$ cat src/rtl/pipeline_hazard_ctrl_pkg.sv
// Shared types for the pipeline hazard controller: FSM states, next-PC
// source codes and the packed control-enable bundle.
package pipeline_ctrl_pkg;

   localparam int REG_W = 5;

   typedef enum logic [1:0] {
      RUN      = 2'd0,
      MEM_WAIT = 2'd1,
      ERROR    = 2'd2
   } state_e;

   localparam logic [1:0] PCSRC_SEQ    = 2'd0;
   localparam logic [1:0] PCSRC_BRANCH = 2'd1;
   localparam logic [1:0] PCSRC_JUMP   = 2'd2;

   typedef struct packed {
      logic       pcWrite;
      logic [1:0] pcSrc;
      logic       ifidWrite;
      logic       ifidFlush;
      logic       idexFlush;
      logic       idexHold;
      logic       exmemFlush;
      logic       exmemHold;
      logic       memwbBubble;
   } ctl_t;

endpackage

$ cat src/rtl/pipeline_hazard_ctrl_if.sv
// Pipeline-side bundle: hazard inputs from IF/ID, ID/EX, EX/MEM and the
// register enables, PC select and status counters going back.
interface pipeline_hazard_ctrl_if #(
   parameter int CNT_W = 16
);
   import pipeline_ctrl_pkg::*;

   logic [REG_W-1:0] idRs;
   logic [REG_W-1:0] idRt;
   logic             idUsesRt;
   logic             exMemRead;
   logic [REG_W-1:0] exRegDest;
   logic             memBranch;
   logic             memZero;
   logic             memJump;
   logic             memAccess;
   logic             memReady;

   logic             pcWrite;
   logic [1:0]       pcSrc;
   logic             ifidWrite;
   logic             ifidFlush;
   logic             idexFlush;
   logic             idexHold;
   logic             exmemFlush;
   logic             exmemHold;
   logic             memwbBubble;
   logic             memError;
   logic [CNT_W-1:0] stallCount;
   logic [CNT_W-1:0] flushCount;

   modport master (
      output idRs, idRt, idUsesRt, exMemRead, exRegDest,
             memBranch, memZero, memJump, memAccess, memReady,
      input  pcWrite, pcSrc, ifidWrite, ifidFlush, idexFlush, idexHold,
             exmemFlush, exmemHold, memwbBubble, memError, stallCount, flushCount
   );

   modport slave (
      input  idRs, idRt, idUsesRt, exMemRead, exRegDest,
             memBranch, memZero, memJump, memAccess, memReady,
      output pcWrite, pcSrc, ifidWrite, ifidFlush, idexFlush, idexHold,
             exmemFlush, exmemHold, memwbBubble, memError, stallCount, flushCount
   );

endinterface

$ cat src/rtl/pipeline_hazard_ctrl_sat_counter.sv
// Saturating up-counter with synchronous active-low clear.
module sat_counter #(
   parameter int CNT_W = 16
) (
   input  logic             clock,
   input  logic             resetN,
   input  logic             inc,
   output logic [CNT_W-1:0] value
);

   logic [CNT_W-1:0] value_q;

   always_ff @(posedge clock) begin
      if (!resetN)
         value_q <= '0;
      else if (inc && (value_q != '1))
         value_q <= value_q + CNT_W'(1);
   end

   assign value = value_q;

endmodule

$ cat src/rtl/pipeline_hazard_ctrl.sv
// Hazard/sequencing controller: load-use bubbles, MEM-stage redirects and
// data-memory wait freezes with a sticky timeout error.
module pipeline_hazard_ctrl
   import pipeline_ctrl_pkg::*;
#(
   parameter int MEM_TIMEOUT = 16,
   parameter int CNT_W       = 16
) (
   input logic                  clock,
   input logic                  resetN,
   pipeline_hazard_ctrl_if.slave bus
);

   localparam int              WC_W      = $clog2(MEM_TIMEOUT + 1);
   localparam logic [WC_W-1:0] WAIT_ONE  = WC_W'(1);
   localparam logic [WC_W-1:0] WAIT_LAST = WC_W'(MEM_TIMEOUT - 1);

   state_e          state_q;
   logic [WC_W-1:0] waitCnt_q;
   logic            memError_q;

   logic mem_stall, freeze, redirect, load_use;
   ctl_t ctl;

   assign mem_stall = bus.memAccess & ~bus.memReady;
   assign freeze    = mem_stall | (state_q == ERROR);
   assign redirect  = (bus.memBranch & bus.memZero) | bus.memJump;
   assign load_use  = bus.exMemRead & (bus.exRegDest != '0) &
                      ((bus.exRegDest == bus.idRs) |
                       (bus.idUsesRt & (bus.exRegDest == bus.idRt)));

   always_ff @(posedge clock) begin
      if (!resetN) begin
         state_q    <= RUN;
         waitCnt_q  <= '0;
         memError_q <= 1'b0;
      end else begin
         case (state_q)
            RUN: begin
               if (mem_stall) begin
                  state_q   <= MEM_WAIT;
                  waitCnt_q <= WAIT_ONE;
               end
            end
            MEM_WAIT: begin
               if (bus.memReady) begin
                  state_q   <= RUN;
                  waitCnt_q <= '0;
               end else if (waitCnt_q == WAIT_LAST) begin
                  state_q    <= ERROR;
                  memError_q <= 1'b1;
               end else begin
                  waitCnt_q <= waitCnt_q + WAIT_ONE;
               end
            end
            ERROR:   memError_q <= 1'b1;
            default: state_q    <= RUN;
         endcase
      end
   end

   // Priority: reset > freeze > redirect > load-use > normal flow.
   always_comb begin
      ctl = '{pcWrite: 1'b1, pcSrc: PCSRC_SEQ, ifidWrite: 1'b1, default: 1'b0};
      if (!resetN) begin
         ctl.pcWrite     = 1'b0;
         ctl.ifidWrite   = 1'b0;
         ctl.ifidFlush   = 1'b1;
         ctl.idexFlush   = 1'b1;
         ctl.exmemFlush  = 1'b1;
         ctl.memwbBubble = 1'b1;
      end else if (freeze) begin
         ctl.pcWrite     = 1'b0;
         ctl.ifidWrite   = 1'b0;
         ctl.idexHold    = 1'b1;
         ctl.exmemHold   = 1'b1;
         ctl.memwbBubble = 1'b1;
      end else if (redirect) begin
         ctl.pcSrc      = bus.memJump ? PCSRC_JUMP : PCSRC_BRANCH;
         ctl.ifidFlush  = 1'b1;
         ctl.idexFlush  = 1'b1;
         ctl.exmemFlush = 1'b1;
      end else if (load_use) begin
         ctl.pcWrite   = 1'b0;
         ctl.ifidWrite = 1'b0;
         ctl.idexFlush = 1'b1;
      end
   end

   assign bus.pcWrite     = ctl.pcWrite;
   assign bus.pcSrc       = ctl.pcSrc;
   assign bus.ifidWrite   = ctl.ifidWrite;
   assign bus.ifidFlush   = ctl.ifidFlush;
   assign bus.idexFlush   = ctl.idexFlush;
   assign bus.idexHold    = ctl.idexHold;
   assign bus.exmemFlush  = ctl.exmemFlush;
   assign bus.exmemHold   = ctl.exmemHold;
   assign bus.memwbBubble = ctl.memwbBubble;
   assign bus.memError    = memError_q;

   // A redirect swallowed by a freeze is not counted until it is actually taken.
   logic stall_inc, flush_inc;
   assign stall_inc = freeze | (load_use & ~redirect);
   assign flush_inc = redirect & ~freeze;

   sat_counter #(.CNT_W(CNT_W)) u_stall_cnt (
      .clock (clock),
      .resetN(resetN),
      .inc   (stall_inc),
      .value (bus.stallCount)
   );

   sat_counter #(.CNT_W(CNT_W)) u_flush_cnt (
      .clock (clock),
      .resetN(resetN),
      .inc   (flush_inc),
      .value (bus.flushCount)
   );

endmodule

$ cat src/flat_wrapper.sv
// flat-port wrapper written by rule: the top's interface ports become plain ports
module pipeline_hazard_ctrl_flat import pipeline_ctrl_pkg::*;
#(
   parameter int MEM_TIMEOUT = 16,
   parameter int CNT_W       = 16
)
  (clock, resetN, bus_idRs, bus_idRt, bus_idUsesRt, bus_exMemRead, bus_exRegDest, bus_memBranch, bus_memZero, bus_memJump, bus_memAccess, bus_memReady, bus_pcWrite, bus_pcSrc, bus_ifidWrite, bus_ifidFlush, bus_idexFlush, bus_idexHold, bus_exmemFlush, bus_exmemHold, bus_memwbBubble, bus_memError, bus_stallCount, bus_flushCount);
  pipeline_hazard_ctrl_if #(.CNT_W(CNT_W)) bus_i ();
  input logic clock;
  input logic resetN;
  input wire logic [$bits(bus_i.idRs)-1:0] bus_idRs;
  input wire logic [$bits(bus_i.idRt)-1:0] bus_idRt;
  input wire logic [$bits(bus_i.idUsesRt)-1:0] bus_idUsesRt;
  input wire logic [$bits(bus_i.exMemRead)-1:0] bus_exMemRead;
  input wire logic [$bits(bus_i.exRegDest)-1:0] bus_exRegDest;
  input wire logic [$bits(bus_i.memBranch)-1:0] bus_memBranch;
  input wire logic [$bits(bus_i.memZero)-1:0] bus_memZero;
  input wire logic [$bits(bus_i.memJump)-1:0] bus_memJump;
  input wire logic [$bits(bus_i.memAccess)-1:0] bus_memAccess;
  input wire logic [$bits(bus_i.memReady)-1:0] bus_memReady;
  output wire logic [$bits(bus_i.pcWrite)-1:0] bus_pcWrite;
  output wire logic [$bits(bus_i.pcSrc)-1:0] bus_pcSrc;
  output wire logic [$bits(bus_i.ifidWrite)-1:0] bus_ifidWrite;
  output wire logic [$bits(bus_i.ifidFlush)-1:0] bus_ifidFlush;
  output wire logic [$bits(bus_i.idexFlush)-1:0] bus_idexFlush;
  output wire logic [$bits(bus_i.idexHold)-1:0] bus_idexHold;
  output wire logic [$bits(bus_i.exmemFlush)-1:0] bus_exmemFlush;
  output wire logic [$bits(bus_i.exmemHold)-1:0] bus_exmemHold;
  output wire logic [$bits(bus_i.memwbBubble)-1:0] bus_memwbBubble;
  output wire logic [$bits(bus_i.memError)-1:0] bus_memError;
  output wire logic [$bits(bus_i.stallCount)-1:0] bus_stallCount;
  output wire logic [$bits(bus_i.flushCount)-1:0] bus_flushCount;
  assign bus_i.idRs = bus_idRs;
  assign bus_i.idRt = bus_idRt;
  assign bus_i.idUsesRt = bus_idUsesRt;
  assign bus_i.exMemRead = bus_exMemRead;
  assign bus_i.exRegDest = bus_exRegDest;
  assign bus_i.memBranch = bus_memBranch;
  assign bus_i.memZero = bus_memZero;
  assign bus_i.memJump = bus_memJump;
  assign bus_i.memAccess = bus_memAccess;
  assign bus_i.memReady = bus_memReady;
  assign bus_pcWrite = bus_i.pcWrite;
  assign bus_pcSrc = bus_i.pcSrc;
  assign bus_ifidWrite = bus_i.ifidWrite;
  assign bus_ifidFlush = bus_i.ifidFlush;
  assign bus_idexFlush = bus_i.idexFlush;
  assign bus_idexHold = bus_i.idexHold;
  assign bus_exmemFlush = bus_i.exmemFlush;
  assign bus_exmemHold = bus_i.exmemHold;
  assign bus_memwbBubble = bus_i.memwbBubble;
  assign bus_memError = bus_i.memError;
  assign bus_stallCount = bus_i.stallCount;
  assign bus_flushCount = bus_i.flushCount;
  pipeline_hazard_ctrl #(.MEM_TIMEOUT(MEM_TIMEOUT), .CNT_W(CNT_W)) u_core (.clock(clock), .resetN(resetN), .bus(bus_i));
endmodule
$ cat config.mk
export PLATFORM = sky130hd
export DESIGN_NAME = pipeline_hazard_ctrl_flat
export DESIGN_NICKNAME = d
export VERILOG_FILES = /design/src/rtl/pipeline_hazard_ctrl_pkg.sv /design/src/rtl/pipeline_hazard_ctrl_if.sv /design/src/rtl/pipeline_hazard_ctrl_sat_counter.sv /design/src/rtl/pipeline_hazard_ctrl.sv /design/src/flat_wrapper.sv
export SDC_FILE = /design/constraint.sdc
export NUM_CORES = 1
export LEC_CHECK = 0
export ABC_AREA = 1
export CAP_MARGIN = 20
export CORE_MARGIN = 3
export CORE_UTILIZATION = 45
export DETAILED_ROUTE_END_ITERATION = 10
export HOLD_SLACK_MARGIN = 0.12
export PLACE_DENSITY = 0.75
export SYNTH_ARGS = -nofsm -noshare
export SYNTH_HDL_FRONTEND = slang
export SYNTH_SLANG_ARGS = --single-unit
$ cat constraint.sdc
create_clock -name clock -period 5.1 [get_ports clock]
set_input_delay 1.275 -clock clock [delete_from_list [all_inputs] [get_ports clock]]
set_output_delay 1.275 -clock clock [all_outputs]
set_load 0.01 [all_outputs]
Word-level counts from Yosys, hierarchy flattened
Index checks and enable logic that the tools add are counted.
W data, S select, Z words.
Word-level totals
  register bits: 40
  latch bits: 0
  RAM bits: 0
  bits in read-only memories: 0
  bits of input ports: 24
  output and inout bits: 43
  memories: 0
Cells by class
  add/subtract/negate cells: 3
  multipliers: 0
  divide/modulo/power cells: 0
  magnitude comparators: 0
  equal/unequal tests: 12
  shifts and indexed selects: 0
  multiplexer cells: 31
  bitwise gates (word level): 15
  reductions and logical operators: 9
Operators with widths (number)
  $add A16 B1 Y16 const B: 2
  $ne A16 B16 Y1 const B: 2
  $mux W2: 9
  $mux W1: 15
  $mux W5: 3
  $eq A5 B5 Y1: 2
  $pmux W5 S2: 1
  $reduce_and A3 Y1: 3
  $and A1 B1 Y1: 7
  $pmux W2 S3: 1
  $add A5 B1 Y5 const B: 1
  $eq A5 B4 Y1 const B: 1
  $reduce_bool A5 Y1: 1
  $ne A2 B1 Y1 const B: 2
  $not A1 Y1: 4
  $or A1 B1 Y1: 4
  $reduce_bool A2 Y1: 2
  $mux W3: 1
  $ne A3 B2 Y1 const B: 1
  $ne A3 B3 Y1 const B: 1
  $eq A2 B1 Y1 const B: 1
  $eq A2 B2 Y1 const B: 1
  $logic_and A1 B1 Y1: 2
  $logic_not A2 Y1: 1
  2 further kinds: 2

Depth between registers and ports, before layout
Gate-level depths: netlist of the first run.
  depth after elaboration: 8
  mapped depth: 13
  gate-level depth less buffers: 13

Cells and area by module
Synthesis of the first run repeated with hierarchy kept, for this count alone.
Unflattened totals
  cells, all modules: 433
  area, all modules: 2726.4 um^2
By module, submodules not included
  sat_counter: instances 2, cells each 149, area each 996.0 um^2, seq. area each 320.3 um^2
  pipeline_hazard_ctrl: instances 1, cells each 135, area each 734.5 um^2, seq. area each 160.2 um^2

Worst setup path before layout of the first run
OpenSTA, ideal clock, no wires.
  kind: input port to output port
  start: input bus_exRegDest[3]
  end: output bus_pcWrite
  data arrival time: 2.390 ns
  data required time: 3.825 ns
  setup slack: 1.435 ns
  stages: 10
  buffers on the path: 3
  cells stage by stage: inv_1 nand4_1 o21ai_0 inv_1 nand3_1 nand2_1 buf_6 buf_8 nor2_1 buf_4
On the way
  cells in the longest elaborated chain, start to end: 8
Ends and longest elaborated chain
  start: declaration: RTL line flat_wrapper.sv:15  | input wire logic [$bits(bus_i.exRegDest)-1:0] bus_exRegDest;
  $eq A5 B5 Y1: RTL line pipeline_hazard_ctrl.sv:30  | (bus.idUsesRt & (bus.exRegDest == bus.idRt)));
  $and A1 B1 Y1: RTL line pipeline_hazard_ctrl.sv:30
  $or A1 B1 Y1: RTL line pipeline_hazard_ctrl.sv:29  | ((bus.exRegDest == bus.idRs) |
  $and A1 B1 Y1 *: RTL line pipeline_hazard_ctrl.sv:28  | assign load_use = bus.exMemRead & (bus.exRegDest != '0) &
  $mux W1 *: RTL line pipeline_hazard_ctrl.sv:83  | end else if (load_use) begin
  $mux W1 *: RTL line pipeline_hazard_ctrl.sv:78  | end else if (redirect) begin
  $mux W1 *: RTL line pipeline_hazard_ctrl.sv:72  | end else if (freeze) begin
  $mux W1 *: RTL line pipeline_hazard_ctrl.sv:65  | if (!resetN) begin
  end: declaration: RTL line flat_wrapper.sv:21  | output wire logic [$bits(bus_i.pcWrite)-1:0] bus_pcWrite;
Mark *: on every way between the ends. The rest lies on a longest branch, timed or not.

Worst setup path in the final report of the first run
  start: input bus_memReady
  end: output bus_idexFlush
On the way
  cells in the longest elaborated chain, start to end: 5
Ends and longest elaborated chain
  start: declaration: RTL line flat_wrapper.sv:20  | input wire logic [$bits(bus_i.memReady)-1:0] bus_memReady;
  $not A1 Y1: RTL line pipeline_hazard_ctrl.sv:25  | assign mem_stall = bus.memAccess & ~bus.memReady;
  $and A1 B1 Y1: RTL line pipeline_hazard_ctrl.sv:25
  $or A1 B1 Y1: RTL line pipeline_hazard_ctrl.sv:26  | assign freeze = mem_stall | (state_q == ERROR);
  $mux W2: RTL line pipeline_hazard_ctrl.sv:72
  $mux W3: RTL line pipeline_hazard_ctrl.sv:65
  end: declaration: RTL line flat_wrapper.sv:25  | output wire logic [$bits(bus_i.idexFlush)-1:0] bus_idexFlush;
No other way between the ends.

==> run summary, run 1 <==
status - complete, no violations
mux cell area share after synthesis - 0
sequential fraction of the synthesis area - 0.3242
Core Region - 0.005205 mm2
die height - 80.09 um
Row Count - 26
RSZ-0062 raised after global routing - no
DRC Markers - 0
initial antenna violation count - 0
ranking of synthesized cells by area - dfxtp_1 (32%), nand2_1 (15%), nor2_1 (8.8%)
flops & latches, synth - 40
RD Place Congestion - 0.7708
Pre-Repair DR Iteration Count - 4
most common cell after layout, fill and taps aside - nand2_1
Iteration-0 DRC Markers - 91
max_cap viols - 0
Critical Path Sink Type - output port
Nets - 477
layout cells sized above 1 - 0.07556
Synth area leader - dfxtp_1
crit path max fanout - 3
DP HPWL - 4370 um
vias in the first global route - 2,310
largest net degree at the start of global routing - 29
postcts setup bufs - 0
DIE WIDTH - 80.09 um
DR WL/cell - 11.04 um
xor and xnor area share after synthesis - 0.04965
Critical Path Source Type - input pin
PortBufs - 66
main combinational cell family by area after synthesis - simple AND/OR/NAND/NOR gates
Setup Viol. Count Final - 0
Clk pin slew, worst setup/hold paths - 0.08 ns
Post-Syn Area - 0.002470 mm2
clock tree buffer depth - 2
hold crit path type - register to register
Synth top area share - 0.3242
Syn Nets - 414
Required @ worst endpoint - 3.83 ns
final worst-path cycle share - 0.8351
Final Max Tran Viols - 0
critical path type - input pin to output port
Hold Buf Count CTS - 0
fill cell instance count of the final layout - 489
total die area - 0.006414 mm2
worst ir drop on vdd - 0.0001719 V
Syn. warnings - 0
I/O pins - 67
Leak - 1.306 nW
Area Growth Syn to Fin - 31.76%
Power Density - 213.9 mW/mm2
fin crit period - 4.259 ns
Root Buffer - clkbuf_8
CP arrival - 2.98 ns
Post-Synthesis Cells - 386
first-pass GRT wire length - 9756 um
Num CTS Buffers - 5
Post-Route WL - 5740 um
post-synthesis simple-gate area fraction - 0.3830
Antenna Cells - 0
Final ANT Viol Nets - 0
gr usage total - 0.1865
achievable frequency - 0.2348 GHz
Synth Area in Compound Gates - 0.1135
Post-Synth Adder-Cell Area - 0.02026
Vias - 2,525
clock skew - 0.003682 ns
vias per cell - 4.856
Clk Latency, worst-skew pair - 0.29 ns
htree depth - 2
# resized after CTS - 0
setup slack at placement - 0.8496 ns
final std cells w/o fill - 520
Final Hold Vio Count - 0
CTS tree - built
most frequent cells in the layout - nand2_1 (97), clkdlybuf4s50_1 (66), nor2_1 (58)
Avg Synthesized Cell Area - 6.399 um2
Netlist cell types - 34
total gr overflow - 0
Rel. slew slack - 0.6534
Final WS setup - 0.8408 ns
clk sink count - 40
Starting Density - 0.4745
setup tns final - 0 ns
worst slew pin tran - 0.5194 ns
DP Cell Count - 512
==> cell usage after synthesis (all sizes together) <==
master	count
a211oi	1
a21o	1
a21oi	33
a31o	1
buf	10
clkbuf	2
dfxtp	40
ha	4
inv	49
nand2	103
nand3	30
nand3b	2
nand4	5
nor2	63
nor3	11
nor3b	1
nor4	1
o21a	2
o21ai	13
xnor2	8
xor2	6
==> critical path: stages <==
cell and delay [ns]:
clkdlybuf4s50_1 0.50, inv_2 0.05, nand2_1 0.07, nand2_1 0.09, o21ai_0 0.30, a31o_2 0.16, clkdlybuf4s50_1 0.53
==> flip-flops by register name, summed over array words and instances, names as in the netlist <==
register                  flops
u_core.state_q                2
u_core.u_flush_cnt.value     16
u_core.u_stall_cnt.value     16
u_core.bus.memError           1
u_core.waitCnt_q              5
==> through the flow <==
| stage | cell area [um2] | utilization | power, mW | hold slack [ns] |
|---|---|---|---|---|
| after floorplan | 2470 | - | 0.4011 | 0.4713 |
| after global placement | 3147 | 0.6046 | 0.4457 | 0.4432 |
| after detailed placement | 3147 | 0.6046 | 0.4485 | 0.4428 |
| after CTS | 3254 | 0.6252 | 0.7044 | 0.4564 |
| after global routing | 3254 | 0.6252 | 0.7320 | 0.4956 |
| final | 3254 | 0.6252 | 0.6962 | 0.4522 |
==> worst paths after layout <==
kind	startpoint	endpoint	slack [ns]	cells after the start
max	bus_memReady	bus_idexFlush	0.84	7
min	u_core.bus.memError$_SDFFE_PN0P_	u_core.bus.memError$_SDFFE_PN0P_	0.45	2
max reg2reg	u_core.u_flush_cnt.value[0]$_SDFFE_PN0P_	u_core.u_flush_cnt.value[2]$_SDFFE_PN0P_	3.17	9
min reg2reg	u_core.bus.memError$_SDFFE_PN0P_	u_core.bus.memError$_SDFFE_PN0P_	0.45	2
==> per-layer routing <==
layer | part of all wire | GRT usage | vias up | wire (um)
met4 | 0.011 | 0.04730 | 0 | 63
met1 | 0.47 | 0.2310 | 1120 | 2716
met5 | 0 | 0 | - | 0
met2 | 0.48 | 0.3270 | 47 | 2763
li1 | - | - | 1352 | -
met3 | 0.034 | 0.03924 | 6 | 196
==> report_power, final <==
group | switching (mW) | internal, mW
clock | 0.110 | 0.145
combinational | 0.0568 | 0.0542
sequential | 0.00907 | 0.321
total | 0.176 | 0.520
==> cell type report <==
class	instances	area [um2]	share of cell area
clock inverters	2	35.03	0.01077
repair buffers	68	675.6	0.2076
well taps	70	87.58	0.02691
multi-input cells	285	1399	0.4298
flip-flops and latches	40	800.8	0.2461
inverters	49	183.9	0.05652
clock buffers	6	72.57	0.02230
==> cells by family (layout without fill, tap and decap cells) <==
kind of cell | after synthesis | in the layout
buffers and inverters | 61 | 125
adders and majority gates | 4 | 4
and+or+nand+nor | 216 | 216
DFF | 40 | 40
xor gates and xnor gates | 14 | 14
AOI/OAI and AO/OA | 51 | 51
No activity file was read; power rests on OpenSTA's default activity.
==> run 2, diff against run 1 <==
--- a/config.mk
+++ b/config.mk
@@ -8,10 +8,10 @@
 export ABC_AREA = 1
 export CAP_MARGIN = 20
 export CORE_MARGIN = 3
-export CORE_UTILIZATION = 45
+export CORE_UTILIZATION = 44
 export DETAILED_ROUTE_END_ITERATION = 10
 export HOLD_SLACK_MARGIN = 0.12
-export PLACE_DENSITY = 0.75
+export PLACE_DENSITY = 0.77
 export SYNTH_ARGS = -nofsm -noshare
 export SYNTH_HDL_FRONTEND = slang
 export SYNTH_SLANG_ARGS = --single-unit
==> constraint.sdc (replaced) <==
create_clock -name clock -period 3.88 [get_ports clock]
set_input_delay 0.97 -clock clock [delete_from_list [all_inputs] [get_ports clock]]
set_output_delay 0.97 -clock clock [all_outputs]
set_load 0.01 [all_outputs]
==> run summary, run 2 (synthesis results as in run 1) <==
status - complete, no violations
CP most frequent cell - clkdlybuf4s50_1
DRC Markers - 0
Clk Latency, worst-skew pair - 0.30 ns
initial antenna violation count - 0
Leak - 1.303 nW
CP peak stage delay - 0.56 ns
Nets - 478
worst ir drop on vdd - 0.0002396 V
Power Density - 264.7 mW/mm2
max_cap viols - 0
vias per cell - 4.891
final worst-path cycle share - 0.9386
vias in the first global route - 2,371
most common cell after layout, fill and taps aside - nand2_1
layout cells sized above 1 - 0.07982
Critical Path Sink Type - output port
total die area - 0.006548 mm2
clock skew - 0.009954 ns
crit path max fanout - 3
achievable frequency - 0.2746 GHz
Antenna Cells - 0
Required @ worst endpoint - 2.91 ns
clock tree buffer depth - 2
setup tns final - 0 ns
Iteration-0 DRC Markers - 100
worst slew pin tran - 0.4501 ns
Core Region - 0.005270 mm2
fin util - 0.6151
htree depth - 2
DIE WIDTH - 80.92 um
Post-Route WL - 5850 um
postcts setup bufs - 0
Root Buffer - clkbuf_8
Critical Path Source Type - input pin
DR WL/cell - 11.23 um
first-pass GRT wire length - 10,090 um
RD Place Congestion - 0.8036
Pre-Repair DR Iteration Count - 4
PortBufs - 66
# resized after CTS - 0
Area Growth Syn to Fin - 31.26%
Worst Path Buf+Inv - 4
critical path type - input pin to output port
fin crit period - 3.642 ns
Starting Density - 0.4687
cell family with most CP delay - buffers and inverters
DP Cell Count - 513
Num CTS Buffers - 5
Final Max Tran Viols - 0
Final Hold Vio Count - 0
largest net degree at the start of global routing - 29
hold crit path type - register to register
DP HPWL - 4439 um
final std cells w/o fill - 521
Hold Buf Count CTS - 0
Setup Viol. Count Final - 0
total gr overflow - 0
die height - 80.92 um
Worst path slowest cell - clkdlybuf4s50_1
I/O pins - 67
RSZ-0062 raised after global routing - no
Vias - 2,548
fill cell instance count of the final layout - 524
Row Count - 26
Rel. slew slack - 0.6967
Pwr Total - 0.8580 mW
Clk pin slew, worst setup/hold paths - 0.08 ns
Final ANT Viol Nets - 0
most frequent cells in the layout - nand2_1 (97), clkdlybuf4s50_1 (66), nor2_1 (58)
CTS tree - built
gr usage total - 0.1922
CP arrival - 2.67 ns
clk sink count - 40
critical path cell sequence - clkdlybuf4s50_1 > inv_2 > nand4_1 > o21ai_0 > inv_1 > nand3_1 > nand2_1 > nor2_1 > clkdlybuf4s50_1
-- run 2: cell type report --
type / count / area, um2 / area share
multi-input cells: 285 / 1399 / 0.4315
well taps: 70 / 87.58 / 0.02702
repair buffers: 69 / 683.2 / 0.2107
inverters: 49 / 183.9 / 0.05673
clock buffers: 5 / 68.82 / 0.02123
clock inverters: 3 / 18.77 / 0.005789
flip-flops and latches: 40 / 800.8 / 0.2470
-- run 2: worst register-to-register path: cells and delay by family (launching register included) --
family                     cells  cell delay [ns]
DFF                            1             0.42
adders and majority gates      1             0.23
and+or+nand+nor                5             0.73
buffers and inverters          1             0.25
AOI/OAI and AO/OA              2             0.23
-- run 2: path summary, 6_finish.rpt --
kind                                                          startpoint                                  endpoint  slack, ns  cells after the start
worst max-delay path                                    bus_exRegDest[2]                               bus_pcWrite       0.24                      9
worst min-delay path                    u_core.bus.memError$_SDFFE_PN0P_          u_core.bus.memError$_SDFFE_PN0P_       0.46                      2
worst max register to register  u_core.u_flush_cnt.value[0]$_SDFFE_PN0P_  u_core.u_flush_cnt.value[2]$_SDFFE_PN0P_       1.95                      9
worst min register to register          u_core.bus.memError$_SDFFE_PN0P_          u_core.bus.memError$_SDFFE_PN0P_       0.46                      2
-- run 2: metrics by stage --
stage / cell area [um2] / worst slack, ns / hold WS (ns)
after detailed placement: 3154 / 0.2381 / 0.4470
after global placement: 3154 / 0.2877 / 0.4404
after floorplan: 2470 / 0.8246 / 0.4713
after CTS: 3242 / 0.2359 / 0.4596
final: 3242 / 0.2381 / 0.4580
after global routing: 3242 / 0.04123 / 0.4907
-- run 2: where the power goes --
part | internal, mW | switching [mW] | total (mW)
sequential | 0.421 | 0.0120 | 0.433
combinational | 0.0719 | 0.0749 | 0.147
clock | 0.125 | 0.152 | 0.278
total | 0.619 | 0.239 | 0.858
-- run 2: per-layer routing --
layer	track usage	wire length, um
met5	0	0
met1	0.2378	2761
met3	0.03991	236
met2	0.3333	2801
met4	0.05912	51
